**config.mk**
```make
export PLATFORM = sky130hd
export DESIGN_NAME = conv_wide_narrow
export DESIGN_NICKNAME = d
export VERILOG_FILES = /design/src/rtl/conv_pkg.sv /design/src/rtl/conv_hold_reg.sv /design/src/rtl/conv_wide_narrow.sv
export SDC_FILE = /design/constraint.sdc
export NUM_CORES = 1
export LEC_CHECK = 0
export CORE_AREA = 2 2 87 89
export CTS_CLUSTER_DIAMETER = 80
export DETAILED_ROUTE_END_ITERATION = 6
export DIE_AREA = 0 0 89 91
export PLACE_DENSITY = 0.67
export SLEW_MARGIN = 20
export SYNTH_ARGS = -nofsm -noshare
export SYNTH_HDL_FRONTEND = slang
export SYNTH_SLANG_ARGS = --single-unit
```
**constraint.sdc**
```tcl
create_clock -name clk -period 6.8 [get_ports clk]
set_input_delay 1.7 -clock clk [delete_from_list [all_inputs] [get_ports clk]]
set_output_delay 1.7 -clock clk [all_outputs]
set_load 0.05 [all_outputs]
```
**src/rtl/conv_pkg.sv**
```systemverilog
// Shared constants and elaboration helpers for the wide-to-narrow converter family.
package conv_pkg;

   localparam logic [7:0] IDLE_SYM_DEF = 8'hBC;   // K28.5

   function automatic int clog2(input int v);
      int r;
      r = 0;
      for (int i = 1; i < v; i = i * 2) r++;
      return r;
   endfunction

   function automatic bit ratio_ok(input int in_w, input int out_w);
      if (out_w <= 0) return 1'b0;
      return (in_w % out_w == 0) && (in_w / out_w >= 2);
   endfunction

endpackage

```
**src/rtl/conv_hold_reg.sv**
```systemverilog
// One-word pending buffer with valid flag; load and take are never asserted together.
module conv_hold_reg #(
   parameter int W = 32
) (
   input  logic         clk,
   input  logic         reset,
   input  logic         load,
   input  logic         take,
   input  logic [W-1:0] d,
   output logic [W-1:0] q,
   output logic         vld
);

   always_ff @(posedge clk or posedge reset) begin
      if (reset) begin
         q   <= '0;
         vld <= 1'b0;
      end else if (load) begin
         q   <= d;
         vld <= 1'b1;
      end else if (take) begin
         vld <= 1'b0;
      end
   end

endmodule

```
**src/rtl/conv_wide_narrow.sv**
```systemverilog
// Wide-to-narrow serialiser with valid/ready on both sides and a one-word pending buffer.
// Build option CONV_IDLE_FILL_EN: data_out shows IDLE_SYM instead of zero while valid_out is low.
module conv_wide_narrow
   import conv_pkg::*;
#(
   parameter int               IN_W      = 32,
   parameter int               OUT_W     = 8,
   parameter int               LSB_FIRST = 0,
   parameter logic [OUT_W-1:0] IDLE_SYM  = OUT_W'(IDLE_SYM_DEF)
) (
   input  logic              clk,
   input  logic              reset,
   input  logic [IN_W-1:0]   data_in,
   input  logic              valid_in,
   output logic              ready_in,
   output logic [OUT_W-1:0]  data_out,
   output logic              valid_out,
   input  logic              ready_out
);

   localparam int RATIO = IN_W / OUT_W;
   localparam int CNT_W = clog2(RATIO);

   if (!ratio_ok(IN_W, OUT_W)) begin : g_bad_ratio
      $error("conv_wide_narrow: IN_W must be an integer multiple of OUT_W with ratio >= 2");
   end

`ifdef CONV_IDLE_FILL_EN
   localparam logic [OUT_W-1:0] IDLE_VAL = IDLE_SYM;
`else
   // zero fill; IDLE_SYM has no effect in this build
   localparam logic [OUT_W-1:0] IDLE_VAL = IDLE_SYM & {OUT_W{1'b0}};
`endif

   logic [IN_W-1:0]  sh;
   logic             sh_vld;
   logic [CNT_W-1:0] cnt;
   logic [IN_W-1:0]  pend_q;
   logic             pend_vld;

   logic             accept;
   logic             fire;
   logic             last;
   logic             pend_load;
   logic             pend_take;
   logic [IN_W-1:0]  sh_next;
   logic [OUT_W-1:0] lane;

   assign ready_in  = !pend_vld;
   assign accept    = valid_in && ready_in;
   assign fire      = sh_vld && ready_out;
   assign last      = fire && (cnt == CNT_W'(RATIO - 1));
   // a word accepted while the shifter is mid-word parks in the pending buffer
   assign pend_load = accept && sh_vld && !last;
   assign pend_take = last && pend_vld;

   assign sh_next   = (LSB_FIRST != 0) ? (sh >> OUT_W) : (sh << OUT_W);
   assign lane      = (LSB_FIRST != 0) ? sh[OUT_W-1:0] : sh[IN_W-1 -: OUT_W];
   assign valid_out = sh_vld;
   assign data_out  = sh_vld ? lane : IDLE_VAL;

   always_ff @(posedge clk or posedge reset) begin
      if (reset) begin
         sh     <= '0;
         sh_vld <= 1'b0;
         cnt    <= '0;
      end else if (last) begin
         cnt <= '0;
         if (pend_vld) begin
            sh <= pend_q;
         end else if (accept) begin
            sh <= data_in;
         end else begin
            sh_vld <= 1'b0;
         end
      end else if (fire) begin
         sh  <= sh_next;
         cnt <= cnt + CNT_W'(1);
      end else if (accept && !sh_vld) begin
         sh     <= data_in;
         sh_vld <= 1'b1;
         cnt    <= '0;
      end
   end

   conv_hold_reg #(
      .W (IN_W)
   ) u_hold (
      .clk   (clk),
      .reset (reset),
      .load  (pend_load),
      .take  (pend_take),
      .d     (data_in),
      .q     (pend_q),
      .vld   (pend_vld)
   );

endmodule

```
# Word level (Yosys, flattened, before mapping)

Index checks and enable logic that the tools add are counted.

Register bits after elaboration: 68
Word-level logic and storage cells: 42
Bits of input ports: 36
Output and inout bits: 10

$add $sub $neg: 1
Muxes and demuxes: 16
Reduce and logical (&&, ||, !) cells: 15
Eq/ne operators: 5

Operators with widths:

| kind                  | count |
|---|---|
| $mux W32              | 5 |
| $mux W8               | 1 |
| $logic_and A1 B1 Y1   | 7 |
| $mux W1               | 7 |
| $mux W2               | 3 |
| $ne A2 B2 Y1 const B  | 2 |
| $reduce_and A4 Y1     | 1 |
| $reduce_bool A2 Y1    | 2 |
| $logic_not A1 Y1      | 3 |
| $ne A3 B2 Y1 const B  | 1 |
| $reduce_bool A3 Y1    | 1 |
| $add A2 B1 Y2 const B | 1 |
| $eq A2 B2 Y1 const B  | 1 |
| $ne A2 B1 Y1 const B  | 1 |
| $reduce_and A2 Y1     | 1 |

# Depth between registers and ports, before layout

Gate-level depths: netlist of run 1.

Depth after elaboration: 6
Gate-level depth with buffers: 8
Mapped depth without buffers: 5

# Modules after synthesis

A second synthesis of run 1 with hierarchy kept.

Cell total of the unflattened synthesis: 292
Area, all modules: 3,907.5 µm²

Modules (own cells, without submodules):

| module           | seq. area each (µm²) | area each (µm²) | cells an instance | instances |
|---|---|---|---|---|
| conv_wide_narrow | 875.8                | 2,526.2         | 220               | 1 |
| conv_hold_reg    | 825.8                | 1,381.3         | 72                | 1 |

# Least setup slack after synthesis of run 1

Ideal clock, no wire load.

Path kind: reg-to-output
From: register sh_vld (netlist: valid_out)
To: output data_out[0]
Cell stages (with the launch flop): 4
Path slack: 3,580 ps
Required time: 5,100 ps
Arrival: 1,520 ps
Path buffers: 2
Path through: dfrtp_1 -> buf_4 -> clkbuf_1 -> and2_1

Word-level cells in the longest chain between the ends: 1

Ends and longest elaborated chain:

| what                   | line                   | source |
|---|---|---|
| from (decl)            | conv_wide_narrow.sv:36 | `logic sh_vld;` |
| from (signal assigned) | conv_wide_narrow.sv:65 | `sh_vld <= 1'b0;` |
| from (signal assigned) | conv_wide_narrow.sv:74 | `sh_vld <= 1'b0;` |
| from (signal assigned) | conv_wide_narrow.sv:81 | `sh_vld <= 1'b1;` |
| $mux W8                | conv_wide_narrow.sv:60 | `assign data_out = sh_vld ? lane : IDLE_VAL;` |
| to (decl)              | conv_wide_narrow.sv:16 | `output logic [OUT_W-1:0] data_out,` |

No other way between the ends.

# Final worst setup path of run 1

From: register sh_vld (netlist: valid_out)
To: output data_out[7]

The elaborated chain is that of the path after synthesis.

==> flow_summary_export.csv, run 1 <==
group,metric,value,unit
synth,ys_types,29,
sta,setup_viol,0,
clocking,cts_tree,"done",
clocking,hold_buffers,0,
setup_path,path_cells,"and2_1 -> clkdlybuf4s50_1",
global_route,antenna_found_initial,0,
placed_design,dp_hpwl,3.78,mm
synth,yosysWarnings,0,
sta,setup-tns-final,0,ns
clocking,clock_latency,0.34,ns
placed_design,placed_cell_area,3590,µm²
sta,fin_crit,3.76,ns
routing,wire_per_inst,15.1,µm
cells_and_area,layout.cells.non_filler,405,
placed_design,io_buffers,45,
global_route,grt_pass1_vias,2117,
synth,yosysSeqAreaShare,53.7,%
power_and_ir_drop,internal_power,0.718,mW
power_and_ir_drop,p_leak,1.73,nW
hold_path,hp-class,"reg -> reg",
sta,clock-skew-final,0.00621,ns
power_and_ir_drop,netSwitchingPower,0.172,mW
cells_and_area,final_area,3840,µm²
setup_path,path_depth,2,
floorplanning,io_pins,46,
setup_path,worst_setup_path_end_kind,"output port",
floorplanning,start_util,44.4,%
setup_path,critPathMaxStageDelay,0.80,ns
clocking,cts_root_buf,"clkbuf_8",
sta,holdWs,0.476,ns
setup_path,crit_buf_inv,1,
power_and_ir_drop,clock_power_share,47.7,%
clocking,cts_max_path_buffers,2,
clocking,cts_made_buffers,9,
setup_path,crit_end,"data_out[7]",
placed_design,dp_cells,390,
cells_and_area,layout.nets,339,
routing,routed_wl,6.11,mm
power_and_ir_drop,pwr-share-comb,5.6,%
floorplanning,core,7140,µm²
clocking,cts_sinks,68,
sta,max_slew.worst_pin.slew,0.884,ns
setup_path,crit_start,"valid_out",
synth,synth_seq_cells,68,
sta,fin_ws,3.04,ns
cells_and_area,multi_input_area,1270,µm²
clocking,htreeDepth,3,
routing,dr.pass1.iters,5,
cells_and_area,post-route-util,53.9,%
setup_path,cp.arrival,2.06,ns
global_route,grt_max_degree,69,
setup_path,rr_startpoint,"valid_out",
setup_path,path_max_fanout,19,
power_and_ir_drop,p_sw_share,19.3,%
sta,slew_headroom,41.0,%
routing,via_per_inst,5.21,
sta,max_freq,266,MHz
sta,drv_slew,0,
routing,drc,0,
global_route,grt_pass1_wl,10.2,mm
power_and_ir_drop,power_density,231,nW/µm²
power_and_ir_drop,total_power,0.890,mW
run_status,status,"finished clean",
synth,synth_nets,300,
setup_path,reg2reg_to,"u_hold.q[22]",
clocking,clk_pin_slew,0.07,ns
cells_and_area,fillers,685,
cells_and_area,n_antenna_cell,0,
setup_path,worst_setup_path_start_kind,"flop",
sta,min_period_over_period,55.3,%
cells_and_area,layout-drive-gt1-share,20.6,%
routing,vias,2111,
setup_path,regToRegSetupSlack,4.25,ns
clocking,postCtsSetupRepairBufs,0,
setup_path,critPathKind,"reg -> out",
global_route,gr-usage-all-layers,16.6,%
cells_and_area,syn_to_final_growth,21.4,%
placed_design,gp_congestion,0.704,
setup_path,ff2ff_path_depth,4,
clocking,cts_resized,0,
synth,syn_area,3170,µm²
sta,rsz0062_at_grt,"no",
routing,ant_nets,0,
floorplanning,die_x,89,µm
cells_and_area,regArea,1700,µm²
floorplanning,row_count,31,
routing,first_iter_violations,235,
setup_path,slowest_stage,"clkdlybuf4s50_1",
floorplanning,fp.dieArea,8100,µm²
global_route,grt-ovfl-total,0,
floorplanning,die_y,91,µm
synth,syn_avg_cell_area,12.0,µm²
synth,synthCells,263,
setup_path,critPathTopFamily,"buffers and inverters",
placed_design,dp_slack,2.73,ns
sta,hold_viol_final,0,
power_and_ir_drop,vdd_drop_max,0.118,mV
setup_path,critPathRequiredTime,5.10,ns
run,drv_cap,0,
power_and_ir_drop,share_seq_of_total_power,46.7,%
-- sequential cells by signal, summed over array words and instances (netlist names) --
signal and cells:
sh 32, u_hold.q 32, valid_out 1, u_hold.vld 1
cnt 2
-- worst min path at each step --
stage	startpoint	to	depth (start not counted)
floorplan	sh[29]	sh[29]	2
global placement	sh[29]	sh[29]	2
detailed placement	sh[31]	sh[31]	2
CTS	sh[31]	sh[31]	2
global route	sh[29]	sh[29]	2
finish	sh[29]	sh[29]	2
-- cells in the mapped netlist (all sizes together) --
master | count | area, µm²
o22ai | 1 | 6.26
a21oi | 1 | 5.00
or3b | 1 | 11.3
clkbuf | 4 | 15.0
a22oi | 8 | 60.1
nand2 | 44 | 173
mux2 | 35 | 394
nor3b | 4 | 41.3
and3 | 1 | 6.26
nand3 | 1 | 10.0
dfrtp | 68 | 1700
nand2b | 1 | 13.8
o21ai | 35 | 198
a222oi | 21 | 210
o2bb2ai | 2 | 36.3
nor2 | 3 | 11.3
and2 | 8 | 50.1
ha | 1 | 12.5
buf | 18 | 175
a221oi | 3 | 26.3
inv | 3 | 11.3
-- tightest hold or removal path, cell delays in order (launching register included) --
cell	delay (ns)
dfrtp_1	0.34
nand2_1	0.06
o21ai_2	0.05
-- power groups by stage --
stage	clock network (mW)	registers [mW]	logic, mW
after global routing	0.452	0.416	0.0551
final	0.424	0.416	0.0494
after CTS	0.435	0.416	0.0503
after detailed placement	0	0.423	0.0500
after global placement	0	0.423	0.0496
after floorplan	0	0.422	0.0220
-- layer usage --
metal | track usage (%) | up-vias | routed length, µm
met5 | 0 | - | 0
met1 | 23.0 | 1005 | 2900
met3 | 4.36 | 8 | 249
met4 | 7.09 | 0 | 93
met2 | 24.7 | 44 | 2880
li1 | - | 1054 | -
-- layout make-up --
type,instances,share of cell area [%]
Sequential cell,68,44.3
Multi-Input combinational cell,170,33.0
Clock inverter,5,3.25
Inverter,3,0.293
Tap cell,99,3.22
Clock buffer,10,3.32
Timing Repair Buffer,50,12.7
-- cells in the final DEF (no fill, tap or decap), types with 4 or more instances in the layout --
cell type	n
o21ai_2	6
bufinv_16	4
clkdlybuf4s50_1	45
mux2_1	5
mux2_2	30
a22oi_1	8
buf_4	5
a222oi_1	21
o21ai_1	26
dfrtp_1	68
clkbuf_8	9
and2_1	8
nand2_1	43
-- cell families (layout without fill, tap and decap cells) --
| logic type | Yosys count | after routing | share of synthesized area [%] |
|---|---|---|---|
| adder cells (fa/ha/maj) | 1 | 1 | 0.395 |
| AND/OR/NAND/NOR | 63 | 63 | 9.99 |
| buffers and inverters | 25 | 68 | 6.36 |
| AO/OA/AOI/OAI | 71 | 71 | 17.1 |
| multiplexers | 35 | 35 | 12.4 |
| flip-flops | 68 | 68 | 53.7 |
Power figures use the tool's default switching activity.
==> inputs of run 2 (changes only) <==
==> constraint.sdc (replaced) <==
create_clock -name clk -period 3.6 [get_ports clk]
set_input_delay 0.9 -clock clk [delete_from_list [all_inputs] [get_ports clk]]
set_output_delay 0.9 -clock clk [all_outputs]
set_load 0.05 [all_outputs]
==> run 2 against run 1 <==
  * Final cell count increased by 0.25%
  * Clock-buffer cell count grew 3
  * Non-clock buffer count grew 1
  * Global-route usage increased by 0.75 points
  * Flip-flop and latch count did not move
  * Total power grew 66%
  * Clock power rose by 41%
  * First-iteration DRC count grew 2.1%
==> flow_summary_export.csv, run 2 (synthesis gave the netlist of run 1 again) <==
group,metric,value,unit
run_status,status,"finished clean",
routing,first_iter_violations,240,
floorplanning,io_pins,46,
sta,drv_slew,0,
floorplanning,row_count,31,
cells_and_area,n_antenna_cell,0,
cells_and_area,layout-drive-gt1-share,20.2,%
hold_path,hold_path_end,"sh[24]",
routing,ant_nets,0,
setup_path,ff2ff_path_depth,6,
setup_path,reg2reg_to,"sh[8]",
clocking,cts_tree,"done",
floorplanning,fp.dieArea,8100,µm²
clocking,hold_buffers,0,
setup_path,regToRegSetupSlack,1.33,ns
placed_design,dp_cells,391,
routing,routed_wl,6.38,mm
hold_path,hold_depth,2,
sta,fin_crit,3.01,ns
floorplanning,die_y,91,µm
sta,max_freq,332,MHz
floorplanning,die_x,89,µm
floorplanning,start_util,44.4,%
routing,via_per_inst,5.45,
run,drv_cap,0,
cells_and_area,final_area,3780,µm²
global_route,grt-ovfl-total,0,
sta,setup_viol,0,
power_and_ir_drop,p_leak,1.70,nW
power_and_ir_drop,vdd_drop_max,0.220,mV
clocking,htreeDepth,3,
global_route,gr-usage-all-layers,17.4,%
sta,hold_viol_final,0,
setup_path,critPathKind,"reg -> out",
routing,dr.pass1.iters,6,
sta,holdWs,0.482,ns
floorplanning,core,7140,µm²
routing,wire_per_inst,15.7,µm
cells_and_area,final_common_cell,"dfrtp_1",
clocking,cts_made_buffers,9,
hold_path,hold_start,"sh[24]",
setup_path,worst_setup_path_end_kind,"output port",
setup_path,path_max_fanout,19,
placed_design,dp_hpwl,4.09,mm
clocking,clk_pin_slew,0.07,ns
sta,setup-tns-final,0,ns
cells_and_area,syn_to_final_growth,19.4,%
routing,vias,2213,
cells_and_area,layout.nets,340,
routing,drc,0,
sta,clock-skew-final,0.00941,ns
cells_and_area,layout.cells.non_filler,406,
sta,min_period_over_period,83.7,%
cells_and_area,top_regs,"sh: 32 flops, u_hold.q: 32 flops, cnt: 2 flops",
placed_design,gp_congestion,0.736,
sta,max_slew.worst_pin.slew,0.843,ns
power_and_ir_drop,power_density,391,nW/µm²
hold_path,hp-class,"reg -> reg",
cells_and_area,mostFrequentLayoutCells,"dfrtp_1 (68), clkdlybuf4s50_1 (45), nand2_1 (43), mux2_2 (30), o21ai_1 (26)",
global_route,antenna_found_initial,0,
setup_path,cp.arrival,2.11,ns
setup_path,worst_setup_path_start_kind,"flop",
clocking,cts_sinks,68,
placed_design,placed_cell_area,3600,µm²
sta,slew_headroom,43.7,%
sta,rsz0062_at_grt,"no",
clocking,cts_root_buf,"clkbuf_8",
global_route,grt_pass1_wl,10.8,mm
clocking,postCtsSetupRepairBufs,0,
clocking,cts_max_path_buffers,2,
setup_path,rr_startpoint,"cnt[0]",
global_route,grt_max_degree,38,
setup_path,critPathRequiredTime,2.70,ns
global_route,grt_pass1_vias,2092,
placed_design,io_buffers,45,
clocking,cts_resized,0,
clocking,clock_latency,0.33,ns
## run 2: cell count changes in the layout (fill, tap and decap cells not counted)
cell       delta
clkbuf_8      +1
clkbuf_1      +2
buf_4         +1
bufinv_16     -3
## run 2: through the flow
step,setup WS [ns],power [mW],util (%)
finish,0.588,1.48,53.0
global route,0.458,1.55,53.0
CTS,0.539,1.50,53.0
detailed placement,0.657,0.897,50.4
global placement,0.672,0.895,50.4
floorplan,0.988,0.838,-
## run 2: worst max-delay path, stage by stage, from the launching register on
cell and delay (ns):
dfrtp_1 0.74, and2_1 0.24, clkdlybuf4s50_1 0.80
## run 2: per-layer routing
layer	vias up	part of all wire (%)	track usage, %
li1	1056	-	-
met1	1077	46	26.7
met2	72	46	24.0
met3	8	7.1	4.73
met4	0	1.2	5.22
met5	-	0	0
## run 2: layout make-up
type	count	area, µm²
sequential	68	1700
tap	99	124
inverter	3	11.3
clock buffer	13	149
timing repair buffer	51	495
multi-input combinational	170	1270
clock inverter	2	35.0
fill	660	3350
## run 2: power by group
part / switching, mW / leakage [nW] / internal (mW) / total (mW)
combinational: 0.0419 / 0.680 / 0.0536 / 0.0956
clock: 0.264 / 0.0935 / 0.335 / 0.599
sequential: 0.00778 / 0.928 / 0.778 / 0.785
## run 2: worst max-delay path by stage
stage | from | to | slack (ns) | cells after the start
2_1_floorplan | reset | cnt[0] | 0.99 | 1
5_1_grt | valid_out | data_out[0] | 0.46 | 2
4_1_cts | valid_out | data_out[0] | 0.54 | 2
3_5_place_dp | ready_out | sh[19] | 0.66 | 4
6_report | valid_out | data_out[0] | 0.59 | 2
3_3_place_gp | ready_out | sh[13] | 0.67 | 4
==> inputs of run 3 (changes only) <==
--- a/config.mk
+++ b/config.mk
@@ -9,7 +9,7 @@
 export CTS_CLUSTER_DIAMETER = 80
 export DETAILED_ROUTE_END_ITERATION = 6
 export DIE_AREA = 0 0 89 91
-export PLACE_DENSITY = 0.67
+export PLACE_DENSITY = 0.7
 export SLEW_MARGIN = 20
 export SYNTH_ARGS = -nofsm -noshare
 export SYNTH_HDL_FRONTEND = slang
==> constraint.sdc (replaced) <==
create_clock -name clk -period 2.6 [get_ports clk]
set_input_delay 0.65 -clock clk [delete_from_list [all_inputs] [get_ports clk]]
set_output_delay 0.65 -clock clk [all_outputs]
set_load 0.05 [all_outputs]
==> run 3 against run 2 <==
  * The run now ends with design-rule violations left
  * Clock-buffer cell count is 3 lower
  * Die area stayed put
  * Combinational power is 40% higher
  * Routed wire length is 4.7% lower
==> flow_summary_export.csv, run 3 (synthesis gave the netlist of run 1 again) <==
group,metric,value,unit
routing,wire_per_inst,14.8,µm
routing,first_iter_violations,307,
clocking,cts_made_buffers,9,
placed_design,dp_hpwl,3.95,mm
clocking,postCtsSetupRepairBufs,0,
cells_and_area,n_antenna_cell,0,
sta,drv_slew,0,
global_route,grt_pass1_vias,2127,
routing,ant_nets,0,
cells_and_area,fillers,636,
cells_and_area,mostFrequentLayoutCells,"dfrtp_1 (68), nand2_1 (43), clkdlybuf4s50_1 (37), mux2_2 (30), o21ai_1 (26)",
cells_and_area,final_common_cell,"dfrtp_1",
run_status,violations,"design-rule violations",
placed_design,io_buffers,45,
setup_path,critPathKind,"reg -> out",
sta,setup_viol,0,
power_and_ir_drop,vdd_drop_max,0.317,mV
cells_and_area,multi_input_area,1270,µm²
sta,clock-skew-final,0.00833,ns
setup_path,path_cells,"inv_1 -> clkdlybuf4s50_1",
global_route,antenna_found_initial,0,
floorplanning,start_util,44.4,%
clocking,htreeDepth,3,
setup_path,critPathTopFamily,"buffers and inverters",
routing,routed_wl,6.08,mm
floorplanning,die_y,91,µm
setup_path,critPathMaxStageDelay,0.83,ns
sta,max_slew.worst_pin.slew,0.791,ns
routing,drc,17,
run,drv_cap,0,
clocking,clk_pin_slew,0.07,ns
hold_path,hp-class,"reg -> reg",
setup_path,worst_setup_path_start_kind,"flop",
sta,fin_ws,0.0928,ns
cells_and_area,layout.nets,345,
setup_path,path_max_fanout,9,
clocking,cts_root_buf,"clkbuf_8",
floorplanning,core,7140,µm²
sta,rsz0062_at_grt,"no",
placed_design,dp_cells,396,
cells_and_area,layout.cells.non_filler,412,
sta,slew_headroom,47.1,%
placed_design,placed_cell_area,3680,µm²
sta,holdWs,0.471,ns
sta,setup-tns-final,0,ns
clocking,cts_max_path_buffers,2,
clocking,clock_latency,0.35,ns
global_route,grt_pass1_wl,10.3,mm
global_route,grt-ovfl-total,0,
setup_path,worst_setup_path_end_kind,"output port",
sta,hold_viol_final,0,
power_and_ir_drop,power_density,576,nW/µm²
routing,dr.pass1.iters,7,
power_and_ir_drop,total_power,2.26,mW
cells_and_area,top_regs,"sh: 32 flops, u_hold.q: 32 flops, cnt: 2 flops",
floorplanning,row_count,31,
setup_path,crit_buf_inv,2,
floorplanning,die_x,89,µm
cells_and_area,regArea,1700,µm²
routing,via_per_inst,5.36,
placed_design,dp_slack,0.174,ns
setup_path,cp.arrival,1.86,ns
floorplanning,fp.dieArea,8100,µm²
cells_and_area,final_area,3920,µm²
setup_path,critPathRequiredTime,1.95,ns
global_route,grt_max_degree,69,
run_status,status,"finished with violations",
sta,min_period_over_period,96.4,%
clocking,cts_tree,"done",
global_route,gr-usage-all-layers,16.4,%
sta,fin_crit,2.51,ns
sta,max_freq,399,MHz
routing,vias,2208,
floorplanning,io_pins,46,
cells_and_area,syn_to_final_growth,23.7,%
setup_path,slowest_stage,"clkdlybuf4s50_1",
placed_design,gp_congestion,0.772,
clocking,cts_resized,0,
clocking,cts_sinks,68,
cells_and_area,post-route-util,54.9,%
cells_and_area,layout-drive-gt1-share,24.9,%
clocking,hold_buffers,0,
power_and_ir_drop,p_leak,1.79,nW
-- run 3: cell count changes in the layout (fill, tap and decap cells not counted), sizes merged --
cell / previous run / this run
buf: 6 / 19
clkbuf: 13 / 10
clkinv: 1 / 3
bufinv: 1 / 3
clkdlybuf4s50: 45 / 37
-- run 3: layer usage --
metal | global-route usage [%] | vias to the layer above | share of wire, %
met5 | 0 | - | 0
met4 | 5.97 | 0 | 1.5
met3 | 4.27 | 11 | 5.1
met2 | 23.7 | 61 | 48
met1 | 23.8 | 1066 | 46
li1 | - | 1070 | -
-- run 3: cell type report --
type                       count  share of cell area [%]
multi-input combinational    170                    32.3
sequential                    68                    43.4
tap                           99                    3.16
inverter                       3                   0.287
clock buffer                  10                    3.26
timing repair buffer          56                    14.7
clock inverter                 6                    2.87
-- run 3: worst paths after layout --
| kind | slack, ns | cells after the start | startpoint | to |
|---|---|---|---|---|
| worst max-delay path | 0.09 | 2 | u_hold.vld | ready_in |
| worst min-delay path | 0.47 | 2 | sh[31] | sh[31] |
| worst max register to register | 0.52 | 5 | cnt[0] | sh[19] |
| worst min register to register | 0.47 | 2 | sh[31] | sh[31] |
| max in group asynchronous | 1.63 | 3 | reset | cnt[0] |
| min in group asynchronous | 0.68 | 3 | reset | u_hold.vld |
-- run 3: worst min-delay path, cell delays in order (launching register included) --
cell and delay [ns]:
dfrtp_1 0.34, nand2_1 0.06, o21ai_2 0.04
-- run 3: power by group --
part           switching, mW  internal [mW]  total, mW
clock network          0.399          0.639       1.04
registers             0.0104           1.08       1.09
logic                 0.0570         0.0767      0.134
